File: src/rtl/mac_accum_4b.sv
// Pipelined 4x4 unsigned multiply-accumulate over in_last-delimited frames.
// The stages are: operand register, product register, then a saturating accumulator with a RUN/HOLD FSM.

module main (
    input  logic [3:0] x,
    input  logic [3:0] y,
    output logic [7:0] o
);
    assign o = x * y;
endmodule

module mac_accum_4b #(
    parameter int ACC_W = 16,
    parameter int LEN_W = 8
) (
    input  logic             clk,
    input  logic             rst,
    input  logic             in_valid,
    output logic             in_ready,
    input  logic [3:0]       in_a,
    input  logic [3:0]       in_b,
    input  logic             in_last,
    output logic             out_valid,
    input  logic             out_ready,
    output logic [ACC_W-1:0] out_sum,
    output logic [LEN_W-1:0] out_count,
    output logic             out_ovf
);
    typedef enum logic {RUN, HOLD} state_t;

    localparam logic [ACC_W-1:0] ACC_MAX = '1;
    localparam logic [LEN_W-1:0] LEN_MAX = '1;
    localparam logic [LEN_W-1:0] LEN_ONE = 1;

    state_t           state;
    logic             last_in_flight;
    logic             accept;
    logic             s1_valid;
    logic             s1_last;
    logic [3:0]       s1_a;
    logic [3:0]       s1_b;
    logic [7:0]       prod;
    logic             p_valid;
    logic             p_last;
    logic [7:0]       p_prod;
    logic [ACC_W-1:0] acc;
    logic [LEN_W-1:0] count;
    logic             ovf;
    logic [ACC_W:0]   acc_sum;

    // Only one frame may be in flight: the next frame's beats wait until the result is taken.
    assign in_ready = ~last_in_flight & ~rst;
    assign accept   = in_valid & in_ready;
    assign acc_sum  = {1'b0, acc} + {{(ACC_W - 7){1'b0}}, p_prod};

    // NOTE: sequential state uses non-blocking assignments only; reset is synchronous, so it lives inside the clocked branch.
    always_ff @(posedge clk) begin
        if (rst) begin
            s1_valid <= 1'b0;
            p_valid  <= 1'b0;
        end else begin
            s1_valid <= accept;
            p_valid  <= s1_valid;
        end
    end

    // NOTE: pure datapath registers carry no reset; the valid flags qualify them.
    always_ff @(posedge clk) begin
        if (accept) begin
            s1_a    <= in_a;
            s1_b    <= in_b;
            s1_last <= in_last;
        end
        p_prod <= prod;
        p_last <= s1_last;
    end

    main u_mul (
        .x (s1_a),
        .y (s1_b),
        .o (prod)
    );

    always_ff @(posedge clk) begin
        if (rst) begin
            state          <= RUN;
            acc            <= '0;
            count          <= '0;
            ovf            <= 1'b0;
            last_in_flight <= 1'b0;
            out_valid      <= 1'b0;
            out_sum        <= '0;
            out_count      <= '0;
            out_ovf        <= 1'b0;
        end else begin
            if (accept && in_last)
                last_in_flight <= 1'b1;
            case (state)
                RUN: begin
                    if (p_valid) begin
                        if (acc_sum[ACC_W]) begin
                            acc <= ACC_MAX;
                            ovf <= 1'b1;
                        end else begin
                            acc <= acc_sum[ACC_W-1:0];
                        end
                        if (count != LEN_MAX)
                            count <= count + LEN_ONE;
                        if (p_last)
                            state <= HOLD;
                    end
                end
                HOLD: begin
                    // First HOLD cycle snapshots the frame into the output registers.
                    if (!out_valid) begin
                        out_valid <= 1'b1;
                        out_sum   <= acc;
                        out_count <= count;
                        out_ovf   <= ovf;
                    end else if (out_ready) begin
                        out_valid      <= 1'b0;
                        acc            <= '0;
                        count          <= '0;
                        ovf            <= 1'b0;
                        last_in_flight <= 1'b0;
                        state          <= RUN;
                    end
                end
            endcase
        end
    end
endmodule
File: config.mk
export PLATFORM = sky130hd
export DESIGN_NAME = mac_accum_4b
export DESIGN_NICKNAME = d
export VERILOG_FILES = /design/src/rtl/mac_accum_4b.sv
export SDC_FILE = /design/constraint.sdc
export NUM_CORES = 1
export LEC_CHECK = 0
export CAP_MARGIN = 20
export CORE_MARGIN = 5
export CORE_UTILIZATION = 60
export DETAILED_ROUTE_END_ITERATION = 6
export HOLD_SLACK_MARGIN = 0.06
export MAX_ROUTING_LAYER = met4
export PLACE_DENSITY = 0.95
export RECOVER_POWER = 50
export SLEW_MARGIN = 20
export SYNTH_ARGS = -nofsm -noshare
export SYNTH_HDL_FRONTEND = slang
export SYNTH_SLANG_ARGS = --single-unit
File: constraint.sdc
create_clock -name clk -period 4.9 [get_ports clk]
set_input_delay 1.225 -clock clk [delete_from_list [all_inputs] [get_ports clk]]
set_output_delay 1.225 -clock clk [all_outputs]
set_load 0.02 [all_outputs]
Word-level counts from Yosys, hierarchy flattened

Index checks and enable logic that the tools add are counted.

Register bits after elaboration: 73
Input bits: 13
Output and inout port bits: 27
Word-level logic and storage cells: 60

Add/sub/neg operators: 2
$mul: 1
Equality and inequality tests: 6
Multiplexer cells: 24
Bitwise operators: 6
Reduce and logical (&&, ||, !) cells: 5

Operators by type and width:

| kind                | count |
|---|---|
| $mux 16             | 4 |
| $mux 8              | 4 |
| $pmux 16 s2         | 1 |
| $add 16x8->17       | 1 |
| $pmux 8 s2          | 1 |
| $mux 1              | 12 |
| $ne 2x2->1 const B  | 5 |
| $add 8x1->8 const B | 1 |
| $mul 4x4->8         | 1 |
| $ne 8x8->1 const B  | 1 |
| $reduce_and 4->1    | 2 |
| $not 1->1           | 4 |
| $pmux 1 s2          | 2 |
| $reduce_and 3->1    | 1 |
| $and 1x1->1         | 2 |
| $reduce_and 2->1    | 1 |
| $logic_and 1x1->1   | 1 |

Longest topological paths before layout

Word-level depth: 8
Gate-level depth with buffers: 11
Gate-level depth less buffers: 11

Modules after synthesis

Synthesis repeated with hierarchy kept, for this count alone.

Cell total of the unflattened synthesis: 377
Area, all modules: 3420.8 sq um

By module, submodules not included:

| module       | times used | cells an instance | area each (sq um) | sequential area each (sq um) |
|---|---|---|---|---|
| mac_accum_4b | 1          | 326               | 2972.9            | 1551.5 |
| main         | 1          | 51                | 447.9             | 0.0 |

Least setup slack after synthesis

No wires, ideal clock.

Path kind: input port to output port
From: input port rst
To: output port in_ready
Data arrival time: 1.740 ns
Data required time: 3.675 ns
Slack: 1.935 ns
Stages: 2
Path buffers: 1
Path through: clkbuf_1 > nor2_1

Word-level cells in the longest chain between the ends: 2

RTL lines:

| element     | RTL line | text |
|---|---|---|
| from (decl) | 17       | `input logic rst,` |
| $not 1->1   | 52       | `assign in_ready = ~last_in_flight & ~rst;` |
| $and 1x1->1 | 52       |  |
| to (decl)   | 19       | `output logic in_ready,` |

Every way passes these cells.

Worst setup path in the final report

Ends and elaborated chain as after synthesis.

==> impl_metrics.csv <==
group,metric,value,unit
cts,cts_root_buf,"clkbuf_8",
synth,share_of_the_synthesized_area_in_the_top_cell_type,0.3744,
synth,ys_async_sr_fraction,0,
timing,slew_violations,0,
grt,via_count_of_the_first_global_routing_pass,2860,
route,drt_first_iter_violations,208,
layout,filler_cell_count,382,
grt,grt-ovfl-total,0,
power_and_ir_drop,peakVddDrop,301.6,uV
worst_setup_path,criticalPathCategory,"primary input to primary output",
timing,final_hold_viol_count,0,
cts,cts_buffer_depth,2,
route,detail_route.wl_per_cell,15.25,um
cts,cts.htree.levels,3,
worst_setup_path,worst_r2r_path_depth,10,
synth,synthDistinctLibCells,53,
layout,num-nets-final,455,
synth,syn-mean-instance-area,9.029,sq um
timing,setup_slack_after_layout,1.102,ns
synth,synth_seq_cells,73,
power_and_ir_drop,p_sw_frac,0.2322,
timing,post_route_setup_tns,0,ns
timing,maxSlewHeadroom,0.04425,
power_and_ir_drop,totalPowerFinal,1326,uW
grt,pin_count_of_the_biggest_net_entering_global_routing,36,
timing,worst-slew-pin-transition,1.434,ns
floorplanning,die_area,0.007314,sq mm
route,via_density_per_instance,5.692,
timing,final-setup-viol-count,0,
cts,cts-resized-gates,0,
timing,setup_repair_after_global_routing_missed_its_margin,"no",
cts,tritoncts.num_buffers,9,
cts,clkTransAtPathRegs,0.07,ns
cts,post-cts-setup-buffer-count,0,
flow_run,max-cap-violations,0,
worst_setup_path,sort_of_element_at_the_start_of_the_critical_path,"primary input",
synth,post_synth_edffs,9,
synth,syn-instance-count,379,
worst_setup_path,worstPathRequired,3.67,ns
floorplanning,num_io_pins,40,
power_and_ir_drop,p_sw,308.0,uW
power_and_ir_drop,leakagePower,0.001576,uW
floorplanning,initial_utilization,0.6177,
timing,max_freq,263.3,MHz
floorplanning,die_y,85.52,um
timing,worst_clock_skew,0.007153,ns
place,io_buffers,39,
place,dp_worst_setup_slack,1.230,ns
grt,grt_first_pass_wirelength,12920,um
route,final_antenna_net_count,0,
route,total_wirelength,7516,um
worst_setup_path,rrSetupSlack,2.01,ns
cts,cts_hold_repair.buffers,0,
layout,area.growth.synth_to_final,19.27,%
floorplanning,floorplan.rows,27,
synth,yosysSeqAreaShare,0.4534,
place,place.detailed.hpwl,5340,um
grt,grtUsageTotal,0.2308,
synth,synth.area.top_cells,"dfxtp_1, nand2_1, edfxtp_1",
power_and_ir_drop,power_frac_seq,0.481,
floorplanning,die_w,85.52,um
worst_setup_path,timing.rr.start,"s1_a[0]",
hold_path,hp-class,"flop to flop",
layout,insertedDiodeCount,0,
layout,post_route_cells_drive_above_1_share,0.06651,
synth,synth_top_flop_cell,"dfxtp_1",
power_and_ir_drop,cellInternalPower,1018,uW
worst_setup_path,worst_ep_arrival_time,2.57,ns
synth,yosysWarnings,0,
synth,syn-cell-area,0.003422,sq mm
hold_path,worst_hold_endpoint,"p_last",
cts,cts_num_sinks,73,
route,drt_drc_violations_left,0,
timing,fin_crit_sh,0.7750,
floorplanning,design.core.area,0.005540,sq mm
grt,grt_antenna_before_repair,0,
timing,finalHoldWorstSlack,0.3589,ns
synth,yosys.area.top_type,"dfxtp_1",
hold_path,min_from,"s1_last",
worst_setup_path,r2r_end,"p_prod[7]",
worst_setup_path,maximum_fanout_encountered_on_the_critical_timing_path,3,
route,first_pass_iters,5,
power_and_ir_drop,comb_power_share,0.100,
cts,insertion_delay,0.35,ns
power_and_ir_drop,clockPowerShare,0.419,
route,vias,2806,
cts,tritoncts,"built",
status,result_of_the_run,"finished clean",
worst_setup_path,worst_setup_path_end_kind,"primary output",
place,gp_routability_congestion,0.9237,
hold_path,min_path_cells,0,
power_and_ir_drop,power_density,325.0,mW/mm^2
synth,synth_fp_nets,418,
timing,final_period_minus_worst_setup_slack,3.798,ns
## worst max-delay path by stage
| stage | to | slack [ns] | cells after the start | start |
|---|---|---|---|---|
| final | in_ready | 1.10 | 3 | rst |
| after global routing | acc[15] | 0.97 | 6 | rst |
| after CTS | in_ready | 1.23 | 3 | rst |
| after detailed placement | in_ready | 1.23 | 3 | rst |
| after global placement | in_ready | 1.26 | 3 | rst |
| after floorplan | in_ready | 1.94 | 2 | rst |
## metrics by stage
| step | util | instance area (sq um) | cells |
|---|---|---|---|
| after floorplan | - | 3422 | 379 |
| after global placement | 0.6949 | 3850 | 477 |
| after detailed placement | 0.6949 | 3850 | 477 |
| after CTS | 0.7374 | 4085 | 493 |
| after global routing | 0.7367 | 4081 | 493 |
| final | 0.7367 | 4081 | 493 |
## synth_stat cells, types with 9 or more instances
cell type,n
inv_1,14
clkbuf_1,12
and2_1,12
xnor2_1,10
nand2_1,81
ha_1,21
edfxtp_1,9
o21ai_0,9
nor2_1,19
dfxtp_1,64
a21oi_1,44
## worst max-delay path, cell delays in order
cell and delay (ns):
dlygate4sd3_1 0.55, nor2_1 0.17, clkdlybuf4s50_1 0.63
## kinds of logic (layout without fill, tap and decap cells)
family                     Yosys count  after routing  synth area share
and+or+nand+nor                    145            145            0.1942
AOI/OAI and AO/OA                   91             91            0.1729
DFF                                 73             73            0.4534
buffers and inverters               30             72           0.03729
adders and majority gates           26             26            0.1060
xor gates and xnor gates            13             13           0.03327
muxes                                1              1          0.002925
## area by class of cell
cell class / instances / area (sq um) / area share
clock inverter: 6 / 107.6 / 0.02636
multi-input combinational: 276 / 1743 / 0.4270
sequential: 73 / 1551 / 0.3801
timing repair buffer: 42 / 409.1 / 0.1002
tap: 72 / 90.09 / 0.02207
clock buffer: 10 / 127.6 / 0.03127
inverter: 14 / 52.55 / 0.01288
## per-layer routing
| layer | track usage | up-vias | part of all wire |
|---|---|---|---|
| li1 | - | 1377 | - |
| met1 | 0.2494 | 1317 | 0.40 |
| met2 | 0.4018 | 94 | 0.52 |
| met3 | 0.06532 | 18 | 0.060 |
| met4 | 0.08633 | 0 | 0.021 |
| met5 | - | - | 0 |
## flip-flops by register name, indices dropped and copies added (netlist names)
name,flops
s1_valid,1
out_sum,16
p_prod,8
state,1
s1_b,4
s1_a,4
p_last,1
count,8
acc,16
out_count,8
last_in_flight,1
ovf,1
out_ovf,1
out_valid,1
p_valid,1
s1_last,1
## power by group through the flow
| stage | clock [uW] | sequential (uW) | combinational [uW] |
|---|---|---|---|
| 2_1_floorplan | 0 | 648 | 97.1 |
| 3_3_place_gp | 0 | 651 | 123 |
| 3_5_place_dp | 0 | 652 | 132 |
| 4_1_cts | 564 | 638 | 134 |
| 5_1_grt | 590 | 640 | 148 |
| 6_report | 556 | 638 | 132 |
## cell usage in the layout, fill, tap and decap left out, types with 3 or more instances in the layout
cell type and n:
and2_0 4, xnor2_1 10, and3_1 3, dfxtp_1 64, o211ai_1 6, dlygate4sd3_1 10, edfxtp_1 9, a21o_1 5
o21bai_1 3, nand2_1 81, clkbuf_8 9, and2_1 8, inv_1 14, bufinv_16 3, nor2_1 19, fa_1 5
a21oi_1 44, ha_1 21, nand2b_1 3, clkdlybuf4s50_1 29, a211oi_1 3, nand4_1 4, or3_1 4, o21ai_0 9
xor2_1 3, nand3_1 6, a211oi_2 3, nor3_1 3
Note: power is estimated with default switching activity, not from simulation.
